## config.mk

```make
export PLATFORM = sky130hd
export DESIGN_NAME = cursor_key_decoder
export DESIGN_NICKNAME = d
export VERILOG_FILES = /design/src/rtl/cursor_key_decoder.sv
export SDC_FILE = /design/constraint.sdc
export NUM_CORES = 1
export LEC_CHECK = 0
export ABC_CLOCK_PERIOD_IN_PS = 3800
export CORE_MARGIN = 2
export CORE_UTILIZATION = 50
export CTS_CLUSTER_DIAMETER = 100
export DETAILED_ROUTE_END_ITERATION = 16
export PLACE_DENSITY = 0.76
export SLEW_MARGIN = 0
export SYNTH_ARGS = -nofsm -noshare
export SYNTH_HDL_FRONTEND = slang
export SYNTH_SLANG_ARGS = --single-unit
```

## constraint.sdc

```tcl
create_clock -name clk -period 3.8 [get_ports clk]
set_input_delay 0.57 -clock clk [delete_from_list [all_inputs] [get_ports clk]]
set_output_delay 0.57 -clock clk [all_outputs]
set_load 0.05 [all_outputs]
```

## src/rtl/cursor_key_decoder.sv

```systemverilog
// Cursor key decoder: turns select presses on the 3x4 keypad grid into
// calculator key codes, auto-repeats held digit keys, and queues the codes
// in a first-word-fall-through FIFO with a valid/ready handshake.
module cursor_key_decoder #(
  parameter int FIFO_DEPTH = 4,
  parameter int REPEAT_DLY = 25000000,
  parameter int REPEAT_PER = 5000000,
  parameter int CNT_W      = 26
) (
  input  logic                          clk,
  input  logic                          rst_n,
  input  logic [3:0]                    cursor_x,
  input  logic [3:0]                    cursor_y,
  input  logic                          btn_sel,
  input  logic                          key_ready,
  output logic                          key_valid,
  output logic [3:0]                    key_code,
  output logic                          key_is_digit,
  output logic [$clog2(FIFO_DEPTH):0]   fifo_count,
  output logic                          overflow
);

  localparam int PTR_W = $clog2(FIFO_DEPTH);
  localparam logic [CNT_W-1:0] DLY_LAST = CNT_W'(REPEAT_DLY - 1);
  localparam logic [CNT_W-1:0] PER_LAST = CNT_W'(REPEAT_PER - 1);
  localparam logic [PTR_W:0]   FULL_CNT = (PTR_W + 1)'(FIFO_DEPTH);

  typedef enum logic [1:0] {IDLE, HOLD, REPEAT} state_t;

  // Returns {cell_valid, is_digit, code[3:0]} for a grid position.
  function automatic logic [5:0] decode_cell(input logic [3:0] x, input logic [3:0] y);
    logic [5:0] r;
    r = 6'b0;
    if (x <= 4'd2 && y <= 4'd3) begin
      if (y == 4'd3) begin
        case (x)
          4'd0:    r = 6'b10_1010;   // CLR
          4'd1:    r = 6'b11_0000;   // digit 0
          default: r = 6'b10_1011;   // ENT
        endcase
      end else begin
        r = {2'b11, 4'(y * 4'd3 + x + 4'd1)};
      end
    end
    return r;
  endfunction

  logic             btn_sel_d;
  logic             press_pulse;
  state_t           state_q, state_d;
  logic [CNT_W-1:0] cnt_q, cnt_d;
  logic [4:0]       lat_q, lat_d;     // {is_digit, code} latched at press
  logic [5:0]       dec;
  logic             push;
  logic [4:0]       push_ent;

  logic [4:0]       mem [FIFO_DEPTH];
  logic [PTR_W-1:0] wr_ptr, rd_ptr;
  logic [PTR_W:0]   count;
  logic [4:0]       last_ent;
  logic [4:0]       head;
  logic             pop, full, wr_en;

  assign dec         = decode_cell(cursor_x, cursor_y);
  assign press_pulse = ~btn_sel & btn_sel_d;

  // Button history, state, hold counter and latched key.
  always_ff @(posedge clk or negedge rst_n) begin
    if (!rst_n) begin
      btn_sel_d <= 1'b1;
      state_q   <= IDLE;
      cnt_q     <= '0;
      lat_q     <= '0;
    end else begin
      btn_sel_d <= btn_sel;
      state_q   <= state_d;
      cnt_q     <= cnt_d;
      lat_q     <= lat_d;
    end
  end

  // Next-state logic: press latching, hold timing and repeat pushes.
  always_comb begin
    state_d  = state_q;
    cnt_d    = cnt_q;
    lat_d    = lat_q;
    push     = 1'b0;
    push_ent = lat_q;
    case (state_q)
      IDLE: begin
        if (press_pulse) begin
          lat_d    = dec[4:0];
          push_ent = dec[4:0];
          push     = dec[5];
          cnt_d    = '0;
          state_d  = HOLD;
        end
      end
      HOLD: begin
        if (btn_sel) begin
          state_d = IDLE;
        end else begin
          cnt_d = cnt_q + 1'b1;
          // Invalid cells latch is_digit=0, so they never repeat either.
          if (REPEAT_DLY != 0 && lat_q[4] && cnt_q == DLY_LAST) begin
            push    = 1'b1;
            cnt_d   = '0;
            state_d = REPEAT;
          end
        end
      end
      REPEAT: begin
        if (btn_sel) begin
          state_d = IDLE;
        end else begin
          cnt_d = cnt_q + 1'b1;
          if (cnt_q == PER_LAST) begin
            push  = 1'b1;
            cnt_d = '0;
          end
        end
      end
      default: state_d = IDLE;
    endcase
  end

  assign key_valid  = (count != '0);
  assign full       = (count == FULL_CNT);
  assign pop        = key_valid & key_ready;
  assign wr_en      = push & (~full | pop);
  assign fifo_count = count;

  // When empty the outputs hold the most recently popped entry.
  assign head         = key_valid ? mem[rd_ptr] : last_ent;
  assign key_code     = head[3:0];
  assign key_is_digit = head[4];

  // FIFO storage; contents are qualified by count, so no reset is needed.
  always_ff @(posedge clk) begin
    if (wr_en) mem[wr_ptr] <= push_ent;
  end

  // FIFO pointers, occupancy, last popped entry and sticky overflow.
  always_ff @(posedge clk or negedge rst_n) begin
    if (!rst_n) begin
      wr_ptr   <= '0;
      rd_ptr   <= '0;
      count    <= '0;
      last_ent <= '0;
      overflow <= 1'b0;
    end else begin
      if (wr_en) wr_ptr <= wr_ptr + 1'b1;
      if (pop) begin
        rd_ptr   <= rd_ptr + 1'b1;
        last_ent <= mem[rd_ptr];
      end
      if (push && full && !pop) overflow <= 1'b1;
      case ({wr_en, pop})
        2'b10:   count <= count + 1'b1;
        2'b01:   count <= count - 1'b1;
        default: count <= count;
      endcase
    end
  end

endmodule

```

* Yosys cells after proc, flatten, opt, wreduce, memory -nomap -nowiden
Memories as Yosys holds them, arrays and structs flattened.
Index checks and enable logic that the tools add are counted.
Widths: inputs -> output; s select.
** Word-level totals
- Flip-flop bits (word level) :: 47
- Latch bits :: 0
- Bits in writable memories :: 20
- ROM bits :: 0
- Output and inout bits :: 10
- Word-level logic and storage cells :: 78
- Memories :: 1
** Cells by class
- $add $sub $neg :: 7
- Multiply operators :: 1
- Div/mod/pow operators :: 0
- $lt $le $gt $ge :: 2
- Eq/ne operators :: 14
- Shifts and indexed selects :: 0
- Muxes and demuxes :: 26
- Bitwise logic cells :: 6
- Reduce and logical (&&, ||, !) cells :: 12
** Memory list
- mem :: words 4, width 5, rd ports 1, clocked after memory_dff 0, write ports 1, line 57 : logic [4:0] mem [FIFO_DEPTH];
** Operators by type and width (number)
- $mux 26 :: 5
- $pmux 26 s3 :: 1
- $add 26x1->26 const B :: 1
- $eq 26x23->1 const B :: 1
- $eq 26x25->1 const B :: 1
- $mux 5 :: 3
- $mux 6 :: 2
- $pmux 5 s2 :: 1
- $le 4x2->1 const B :: 2
- $mux 2 :: 4
- $ne 2x2->1 const B :: 4
- $mux 1 :: 7
- $pmux 2 s3 :: 1
- $pmux 3 s2 :: 1
- $reduce_bool 3->1 :: 2
- $add 2x1->2 const B :: 2
- $add 4x1->4 const B :: 1
- $add 4x4->4 :: 1
- $eq 2x1->1 const B :: 2
- $eq 2x2->1 const B :: 2
- $eq 4x1->1 const B :: 1
- $eq 4x2->1 const B :: 1
- $logic_and 1x1->1 :: 4
- $logic_not 4->1 :: 1
- 14 further kinds :: 17

* Longest topological paths before layout
Gate-level depths: netlist (run 1).
- Depth in word-level cells :: 10
- Gate-level depth with buffers :: 12
- Gate-level depth less buffers :: 12

* Worst setup path before layout (run 1)
No wires, ideal clock.
- Path kind :: reg2reg
- From :: register cnt_q[12]
- To :: register count[2] (netlist: fifo_count[2])
- Library setup time :: 142 ps
- Arrival :: 2713 ps
- Required time :: 3658 ps
- Slack :: 944 ps
- Stages on the path, launching flop included :: 11
- Path buffers :: 0
- Period minus slack after synthesis :: 2856 ps
- Cell sequence :: dfrtp_1 -> or4b_1 -> or4_1 -> o22a_1 -> o21ai_4 -> nor2_1 -> fa_1 -> inv_1 -> o2111a_1 -> a31oi_1 -> xnor2_1
** Between the ends
- Longest elaborated chain between the ends :: 8
- Elaborated cells between the ends (all ways) :: 13
- Those cells by class :: 4 x eq/ne; 6 x mux; 1 x bitwise; 2 x reduce/logical
** Ends and longest elaborated chain
- start: declaration :: line 51 : logic [CNT_W-1:0] cnt_q, cnt_d;
- start signal: assignment :: line 77 : cnt_q <= cnt_d;
- $eq 26x25->1 :: line 105 : if (REPEAT_DLY != 0 && lat_q[4] && cnt_q == DLY_LAST) begin
- $logic_and 1x1->1 :: line 105
- $mux 1 :: line 105
- $mux 1 :: line 100 : if (btn_sel) begin
- $pmux 1 s3 (*) :: line 89 : case (state_q)
- $and 1x1->1 (*) :: line 130 : assign wr_en = push & (~full | pop);
- $eq 2x1->1 or $eq 2x2->1 (tied branches) :: line 158 : case ({wr_en, pop})
- $pmux 3 s2 or $reduce_bool 2->1 (tied branches)
- end signal: assignment :: line 159 : 2'b10: count <= count + 1'b1;
- end signal: assignment :: line 160 : 2'b01: count <= count - 1'b1;
- end signal: assignment :: line 161 : default: count <= count;
- end: declaration :: line 59 : logic [PTR_W:0] count;
Mark *: on every way between the ends. The rest lies on a longest branch, timed or not.
A chain may end at the register's enable or synchronous reset.

* Final worst setup path (run 1)
- From :: register state_q[1]
- To :: register count[2] (netlist: fifo_count[2])
** Between the ends
- Longest elaborated chain between the ends :: 5
- Elaborated cells between the ends (all ways) :: 9
- Those cells by class :: 4 x eq/ne; 2 x mux; 1 x bitwise; 2 x reduce/logical
** Ends and longest elaborated chain
- start: declaration :: line 50 : state_t state_q, state_d;
- start signal: assignment :: line 76 : state_q <= state_d;
- $eq 2x2->1 (tied with other cells) :: line 89
- $pmux 1 s3 (*) :: line 89
- $and 1x1->1 (*) :: line 130
- $eq 2x1->1 or $eq 2x2->1 (tied branches) :: line 158
- $pmux 3 s2 or $reduce_bool 2->1 (tied branches)
Marks and branches as above.

==> impl_metrics.toml, run 1 <==
[worst_setup_path]
slowest_delay_ps = 640
crit_slowest_cell = "or4_1"
arrival_ps = 3400
r2r_slack_ps = 640
critPathMaxFanout = 6
critPathTopFamily = "simple AND/OR/NAND/NOR gates"
path_cells = "inv_1 -> ha_1 -> nand3b_1 -> or4_1 -> or2_2 -> o21ai_4 -> nor2_1 -> fa_1 -> inv_1 -> o2111a_1 -> a31oi_1 -> xnor2_1"
startpoint_type = "register"
critPathKind = "reg2reg"
critPathBufInv = 2
crit_path_frequent_cell = "inv_1"
crit_required_ps = 4030
end_kind = "register"

[drt]
wirelength_um = 7063
drt_iter0_markers = 167
via_count = 2621
ant_nets = 0
wl_per_cell_um = 15.16
first_pass_iters = 4
viasPerCell = 5.624
drcViolationCount = 0

[finish]
n_antenna_cell = 0
fin_area_um2 = 4118
area_growth_pct = 14.59
multiInputGateArea_um2 = 1688
num-nets-final = 395
final-seq-area_um2 = 1778
fillCellCount = 588
drive_gt1_share_pct = 10.54

[floorplan]
dieArea_um2 = 7881
die_h_um = 88.78
die_w_um = 88.78
start_util_pct = 52.31
num_rows = 30
core_um2 = 6869
ioPinCount = 22

[clocking]
ctsHtreeMaxLevel = 3
clk_latency_ps = 340
cts_setup_buffers = 0
cts_tree = "built"
cts.sinks = 67
cts_resized = 0
clk_pin_slew_ps = 70
ctsLongestPathBuffers = 2
cts_buffers = 9
hold_buffers = 0
root_buffer = "clkbuf_8"

[timing]
fin_tns_setup_ps = 0
fin_crit_ps = 3163
drv_slew = 0
relSlewSlack_pct = 46.11
setup_ws_ps = 637.3
hold_viol = 0
finalClockSkew_ps = 9.616
rsz0062_at_grt = "no"
worst_pin_slew_ps = 801.0
max_freq_mhz = 316.2
finalCritPeriodShare_pct = 83.23
setup_viol = 0
hold_ws_ps = 212.6

[hold_path]
min_path_type = "in2async"

[logic_synthesis]
synth_enable_flop_cells = 20
yosys_register_bits = 67
syn_avg_cell_area_um2 = 10.57
async_reset_ff_share_pct = 70.15
ys_top_cells_by_count = "nand2_1 (47), dfrtp_1 (46), nand3_1 (22), edfxtp_1 (20)"
syn-num-nets = 370
ys_warn_count = 0
synth_area_leaders = "dfrtp_1 (32%), edfxtp_1 (17%), nand2_1 (4.9%)"
synth_top_cell_by_area = "dfrtp_1"
synth.distinct_cells = 56
synth_top_area_share_pct = 32.03
syn_area_um2 = 3593
yosysMostFrequentCell = "nand2_1"
ys_seq_area_share_pct = 49.48
ys.flop_type = "dfrtp_1"
syn-instance-count = 340

[global_route]
overflow = 0
grt_antenna_before_repair = 0
grt_max_degree = 27
grt_pass1_vias = 2560
grt_use_total_pct = 20.28
grt_pass1_wl_um = 12190

[placement]
place_congestion = 0.8418
postPlaceCellArea_um2 = 3900
dp_hpwl_um = 4944
io_buffers = 21
dpl_worst_slack_ps = 276.9

[power_and_ir_drop]
p_per_area_nw_per_um2 = 639.8
ir_drop_mv = 0.2134
leakagePower_uw = 0.001655

[job]
maxCapViolCount = 0

[run_status]
status = "completed"
[path summary, 6_finish.rpt]
path / startpoint / to / depth (start not counted)
min in group clk: last_ent[4] / last_ent[4] / 2
hold reg to reg: last_ent[4] / last_ent[4] / 2
setup reg to reg: state_q[1] / fifo_count[2] / 12
setup / recovery: state_q[1] / fifo_count[2] / 12
hold / removal: rst_n / last_ent[1] / 1
max in group asynchronous: rst_n / btn_sel_d / 2
[per-stage QoR]
stage | utilization, % | power, uW | instances
after floorplan | - | 1730 | 340
after global placement | 56.78 | 1962 | 450
after detailed placement | 56.78 | 1993 | 450
after CTS | 59.95 | 2646 | 466
after global routing | 59.95 | 2794 | 466
final | 59.95 | 2635 | 466
[registers in the layout, indices dropped and copies added, names as in the netlist]
| name | cells |
|---|---|
| btn_sel_d | 1 |
| cnt_q | 26 |
| fifo_count | 3 |
| last_ent | 5 |
| lat_q | 5 |
| mem | 20 |
| overflow | 1 |
| rd_ptr | 2 |
| state_q | 2 |
| wr_ptr | 2 |
[worst reg2reg max path, delay by kind of cell, from the launching register on]
family	cells	cell delay, ps
adders and majority gates	2	640
xor gates and xnor gates	1	130
buffers and inverters	2	180
AOI/OAI and AO/OA	3	330
DFF	1	420
and+or+nand+nor	4	1340
[power by group]
part           switching, uW  internal [uW]
Sequential               155            868
Clock                    262            384
Combinational            572            394
[logic make-up after synthesis]
family / share of synthesized area (%)
flip-flops: 49.48
AO/OA/AOI/OAI: 10.90
adder cells (fa/ha/maj): 7.103
buffers and inverters: 3.551
XOR/XNOR: 3.412
multiplexers: 6.337
AND/OR/NAND/NOR: 19.22
[layer usage]
metal / routed length [um] / track usage, % / vias to the layer above / part of all wire [%]
met5: 0 / 0 / - / 0
met2: 3294 / 29.78 / 59 / 47
met1: 3333 / 28.44 / 1267 / 47
met3: 306 / 4.944 / 14 / 4.3
li1: - / - / 1281 / -
met4: 128 / 9.366 / 0 / 1.8
[layout by cell type (no fill, tap or decap), types with 9 or more instances in the layout]
cell             count
nand2_1             47
dfrtp_1             46
nand3_1             22
clkdlybuf4s50_1     20
edfxtp_1            20
inv_1               19
nor2_1              19
a21oi_1             14
ha_1                14
xnor2_1             13
clkbuf_8            10
o21ai_0              9
[final cells by class]
class                   count  area share, %
inverters                  19          1.732
well taps                  96          2.917
clock inverters             5          1.854
clock buffers              11          3.434
repair buffers             26          5.895
multi-input cells         242          40.99
flip-flops and latches     67          43.18
(Power assumes the default switching activity.)
==> inputs of run 2 (changes only) <==
--- a/config.mk
+++ b/config.mk
@@ -5,12 +5,12 @@
 export SDC_FILE = /design/constraint.sdc
 export NUM_CORES = 1
 export LEC_CHECK = 0
-export ABC_CLOCK_PERIOD_IN_PS = 3800
+export ABC_CLOCK_PERIOD_IN_PS = 2600
 export CORE_MARGIN = 2
 export CORE_UTILIZATION = 50
 export CTS_CLUSTER_DIAMETER = 100
 export DETAILED_ROUTE_END_ITERATION = 16
-export PLACE_DENSITY = 0.76
+export PLACE_DENSITY = 0.79
 export SLEW_MARGIN = 0
 export SYNTH_ARGS = -nofsm -noshare
 export SYNTH_HDL_FRONTEND = slang
==> constraint.sdc (replaced) <==
create_clock -name clk -period 2.6 [get_ports clk]
set_input_delay 0.39 -clock clk [delete_from_list [all_inputs] [get_ports clk]]
set_output_delay 0.39 -clock clk [all_outputs]
set_load 0.05 [all_outputs]
==> run 2 against run 1 <==
Compared with the run above: the flow now finishes with violations (setup timing); via count increased by 10%; sequential power increased by 45%; count of clock-buffer cells in the layout decreased by 2; combinational power increased by 70%; clock skew increased by 1.0 ps; worst setup slack got worse by 750 ps; clock power increased by 51%; sequential cell count unchanged; die area unchanged; non-clock buffer count increased by 45; critical path type unchanged; largest power group is now combinational cells.
==> impl_metrics.toml, run 2 (same netlist as run 1, synthesis figures left out) <==
[run_status]
status = "finished, violations left"
violations = "setup timing"

[timing]
relSlewSlack_pct = 59.42
max_freq_mhz = 369.3
fin_tns_setup_ps = -291.3
drv_slew = 0
worst_pin_slew_ps = 608.6
fin_crit_ps = 2708
setup_viol = 8
finalCritPeriodShare_pct = 104.1
setup_ws_ps = -107.7
rsz0062_at_grt = "yes"
finalClockSkew_ps = 10.62
hold_viol = 0

[finish]
final-seq-area_um2 = 1778
multiInputGateArea_um2 = 1719
fillCellCount = 507
largest_reg_flops = 26
final_common_cell = "buf_4"
final_util_pct = 65.45
num-nets-final = 440
area_growth_pct = 25.10
drive_gt1_share_pct = 24.58
final_cell_mix = "buf_4 (54), nand2_1 (47), dfrtp_1 (46), nand3_1 (22), edfxtp_1 (20)"
n_antenna_cell = 0
regMostFlops = "cnt_q"
largestRegisters = "cnt_q (26), mem (20)"
instances_no_fill = 511

[floorplan]
dieArea_um2 = 7881
die_h_um = 88.78
num_rows = 30
core_um2 = 6869
start_util_pct = 52.31
ioPinCount = 22
die_w_um = 88.78

[global_route]
grt_pass1_vias = 2857
use_met1_pct = 30.87
overflow = 0
grt_max_degree = 48
top_usage_layer = "met2"
globalRouteMet3Util_pct = 2.985
use_met2_pct = 36.16
grt_antenna_before_repair = 0
grt_use_total_pct = 22.52
grt_pass1_wl_um = 13410

[worst_setup_path]
crit_slowest_cell = "or4b_4"
end_kind = "register"
slowest_delay_ps = 550
critPathTopFamily = "simple AND/OR/NAND/NOR gates"
startpoint_type = "register"
critPathBufInv = 1
arrival_ps = 2940
critPathMaxFanout = 2
path_cells = "or4b_4 -> or4_4 -> o22a_1 -> o21ai_4 -> nor2_2 -> fa_2 -> inv_2 -> o2111a_1 -> a31oi_1 -> xnor2_1"
critPathKind = "reg2reg"
crit_required_ps = 2840

[clocking]
ctsLongestPathBuffers = 2
cts_buffers = 9
ctsHtreeMaxLevel = 3
clk_pin_slew_ps = 80
root_buffer = "clkbuf_8"
cts.sinks = 67
cts_tree = "built"
clk_latency_ps = 350

[job]
maxCapViolCount = 0

[placement]
place_congestion = 0.8797
dp_hpwl_um = 5711
io_buffers = 21
dp.cells = 491

[drt]
viasPerCell = 5.642
first_pass_iters = 5
drcViolationCount = 0
wl_per_cell_um = 15.63
ant_nets = 0
wirelength_um = 7986
drt_iter0_markers = 343
via_count = 2883

[power_and_ir_drop]
ir_drop_mv = 0.3695
power.total_uw = 4097
p_per_area_nw_per_um2 = 911.4
leakagePower_uw = 0.001906

[hold_path]
min_path_type = "in2async"
[run 2: final timing paths]
path | from | endpoint | slack (ps) | cells after the start
setup / recovery | cnt_q[12] | fifo_count[2] | -110 | 10
hold / removal | rst_n | wr_ptr[1] | 130 | 2
max in group asynchronous | rst_n | cnt_q[2] | 2060 | 2
hold reg to reg | overflow | overflow | 460 | 1
min in group clk | btn_sel | btn_sel_d | 260 | 1
setup reg to reg | cnt_q[12] | fifo_count[2] | -110 | 10
[run 2: through the flow]
step	setup WS [ps]	instance area, um^2	hold slack [ps]
after floorplan	-78.59	3606	94.41
after global placement	-467.8	4219	447.4
after detailed placement	-581.0	4219	447.1
after CTS	-104.3	4486	149.9
after global routing	-164.4	4496	210.6
final	-107.7	4496	125.2
[run 2: what timing repair did]
action,CTS,global route
setup buffers,3,1
hold buffers,0,0
pin swaps,5,1
endpoints found under the setup margin,24,28
gates resized for setup,11,3
[run 2: routing by layer]
| metal | vias to the layer above | share of wire [%] |
|---|---|---|
| met5 | - | 0 |
| li1 | 1369 | - |
| met3 | 11 | 4.6 |
| met4 | 0 | 1.6 |
| met1 | 1422 | 45 |
| met2 | 81 | 49 |
[run 2: where the power goes]
group          switching, uW  internal, uW
clock                    432           546
sequential               210          1270
combinational            933           708
[run 2: layout make-up]
class	instances	share of cell area [%]
Sequential cell	67	39.55
Multi-Input combinational cell	242	38.24
Timing Repair Buffer	71	12.97
Clock buffer	9	2.755
Tap cell	96	2.672
Clock inverter	7	2.227
Inverter	19	1.586
[run 2: worst register-to-register path, delay by kind of cell, from the launching register on]
family	cells	cell delay, ps
compound gates	4	610
xor+xnor	1	140
buf+inv	1	50
simple gates	3	1040
fa+ha+maj	1	350
flops	1	400
==> inputs of run 3 (changes only) <==
--- a/config.mk
+++ b/config.mk
@@ -9,8 +9,9 @@
 export CORE_MARGIN = 2
 export CORE_UTILIZATION = 50
 export CTS_CLUSTER_DIAMETER = 100
+export CTS_CLUSTER_SIZE = 30
 export DETAILED_ROUTE_END_ITERATION = 16
-export PLACE_DENSITY = 0.79
+export PLACE_DENSITY = 0.74
 export SLEW_MARGIN = 0
 export SYNTH_ARGS = -nofsm -noshare
 export SYNTH_HDL_FRONTEND = slang
==> run 3 against run 2 <==
Compared with the run above: the flow still finishes with violations (setup timing); final area down 0.86%; routed wire length is 0.29% lower; total power shrank 5.4%; core utilization down 0.56 points; die area unchanged; critical path depth rose by 3; fmax decreased by 2.0%; sequential power about the same; global-route usage down 0.43 points; largest power group unchanged.
==> impl_metrics.toml, run 3 (same netlist as run 1, synthesis figures left out) <==
[drt]
wirelength_um = 7963
first_pass_iters = 5
via_count = 2851
drt_iter0_markers = 138
wl_per_cell_um = 15.55
viasPerCell = 5.568
drcViolationCount = 0
ant_nets = 0

[placement]
io_buffers = 21
postPlaceCellArea_um2 = 4234
dpl_worst_slack_ps = -414.9
dp_hpwl_um = 5845
place_congestion = 0.8343

[clocking]
ctsLongestPathBuffers = 2
cts_tree = "built"
cts.sinks = 67
ctsHtreeMaxLevel = 3
clk_latency_ps = 360
clk_pin_slew_ps = 90
cts_buffers = 9
root_buffer = "clkbuf_8"
hold_buffers = 0

[timing]
max_freq_mhz = 361.8
worst_pin_slew_ps = 669.1
finalClockSkew_ps = 14.34
relSlewSlack_pct = 55.39
setup_viol = 19
finalCritPeriodShare_pct = 106.3
drv_slew = 0
hold_viol = 0
fin_tns_setup_ps = -383.4
setup_ws_ps = -163.8
hold_ws_ps = 55.59
rsz0062_at_grt = "yes"
fin_crit_ps = 2764

[job]
maxCapViolCount = 0

[run_status]
status = "finished, violations left"
violations = "setup timing"

[global_route]
grt_antenna_before_repair = 0
grt_pass1_vias = 2781
grt_max_degree = 29
grt_use_total_pct = 22.09
overflow = 0
grt_pass1_wl_um = 13220

[finish]
final-seq-area_um2 = 1778
fin_area_um2 = 4457
fillCellCount = 529
largestRegisters = "cnt_q (26), mem (20)"
final_common_cell = "buf_4"
multiInputGateArea_um2 = 1718
regMostFlops = "cnt_q"
drive_gt1_share_pct = 24.76
largest_reg_flops = 26
final_cell_mix = "buf_4 (55), nand2_1 (47), dfrtp_1 (46), nand3_1 (22), edfxtp_1 (20)"
area_growth_pct = 24.02
num-nets-final = 441
n_antenna_cell = 0

[worst_setup_path]
critPathMaxFanout = 2
r2r_slack_ps = -140
end_kind = "register"
arrival_ps = 3000
startpoint_type = "primary input"
critPathKind = "in2reg"
crit_required_ps = 2840

[floorplan]
die_w_um = 88.78
core_um2 = 6869
num_rows = 30
ioPinCount = 22
dieArea_um2 = 7881
die_h_um = 88.78
start_util_pct = 52.31

[power_and_ir_drop]
leakagePower_uw = 0.001887
ir_drop_mv = 0.4067
p_per_area_nw_per_um2 = 869.8

[hold_path]
min_path_type = "in2async"
-- run 3: cell count changes in the layout (fill, tap and decap cells not counted), sizes merged --
cell           previous run  this run
clkdlybuf4s50            14        15
bufinv                    2         0
dlymetal6s2s              1         0
inv                      21        23
clkinv                    0         2
buf                      56        57
clkinvlp                  3         1
-- run 3: layout make-up --
| class | instances | area share, % |
|---|---|---|
| clock inverter | 7 | 1.291 |
| timing repair buffer | 72 | 13.19 |
| clock buffer | 9 | 2.779 |
| tap | 96 | 2.695 |
| sequential | 67 | 39.89 |
| inverter | 19 | 1.600 |
| multi-input combinational | 242 | 38.55 |
-- run 3: per-stage QoR --
step                      total power, uW  instances  utilization, %
final                                3877        512           64.88
after global routing                 4104        512           64.88
after CTS                            3885        511           64.70
after floorplan                      2536        340               -
after detailed placement             3070        493           61.64
after global placement               3013        493           61.64
-- run 3: repair_timing --
action / CTS / global route
endpoints found under the setup margin: 22 / 29
resized for setup: 9 / 5
buffers inserted: 2 / 1
pin swaps: 5 / 6
-- run 3: worst max-delay path: stages --
cell and delay (ps):
clkdlybuf4s50_1 420, inv_1 70, ha_2 170, a21bo_2 220
or4_4 490, or2_4 290, o21ai_4 70, nor2_2 70
fa_2 370, inv_2 50, o2111a_1 180, a31oi_1 60
xnor2_1 150
-- run 3: where the power goes --
part           internal, uW  switching [uW]
Combinational           687             907
Sequential             1270             207
Clock                   359             449
Total                  2310            1560
-- run 3: final timing paths --
check,startpoint,endpoint,cells past startpoint
max,cursor_y[2],fifo_count[2],13
min,rst_n,last_ent[2],1
max reg2reg,cnt_q[13],fifo_count[2],10
min reg2reg,overflow,overflow,1
max in group asynchronous,rst_n,state_q[0],2
min in group clk,overflow,overflow,1
-- run 3: routing by layer --
metal	GRT usage (%)	routed length [um]	share of wire, %
met3	5.970	374	4.7
met1	30.62	3616	45
met2	34.46	3855	48
met5	0	0	0
met4	6.061	116	1.5
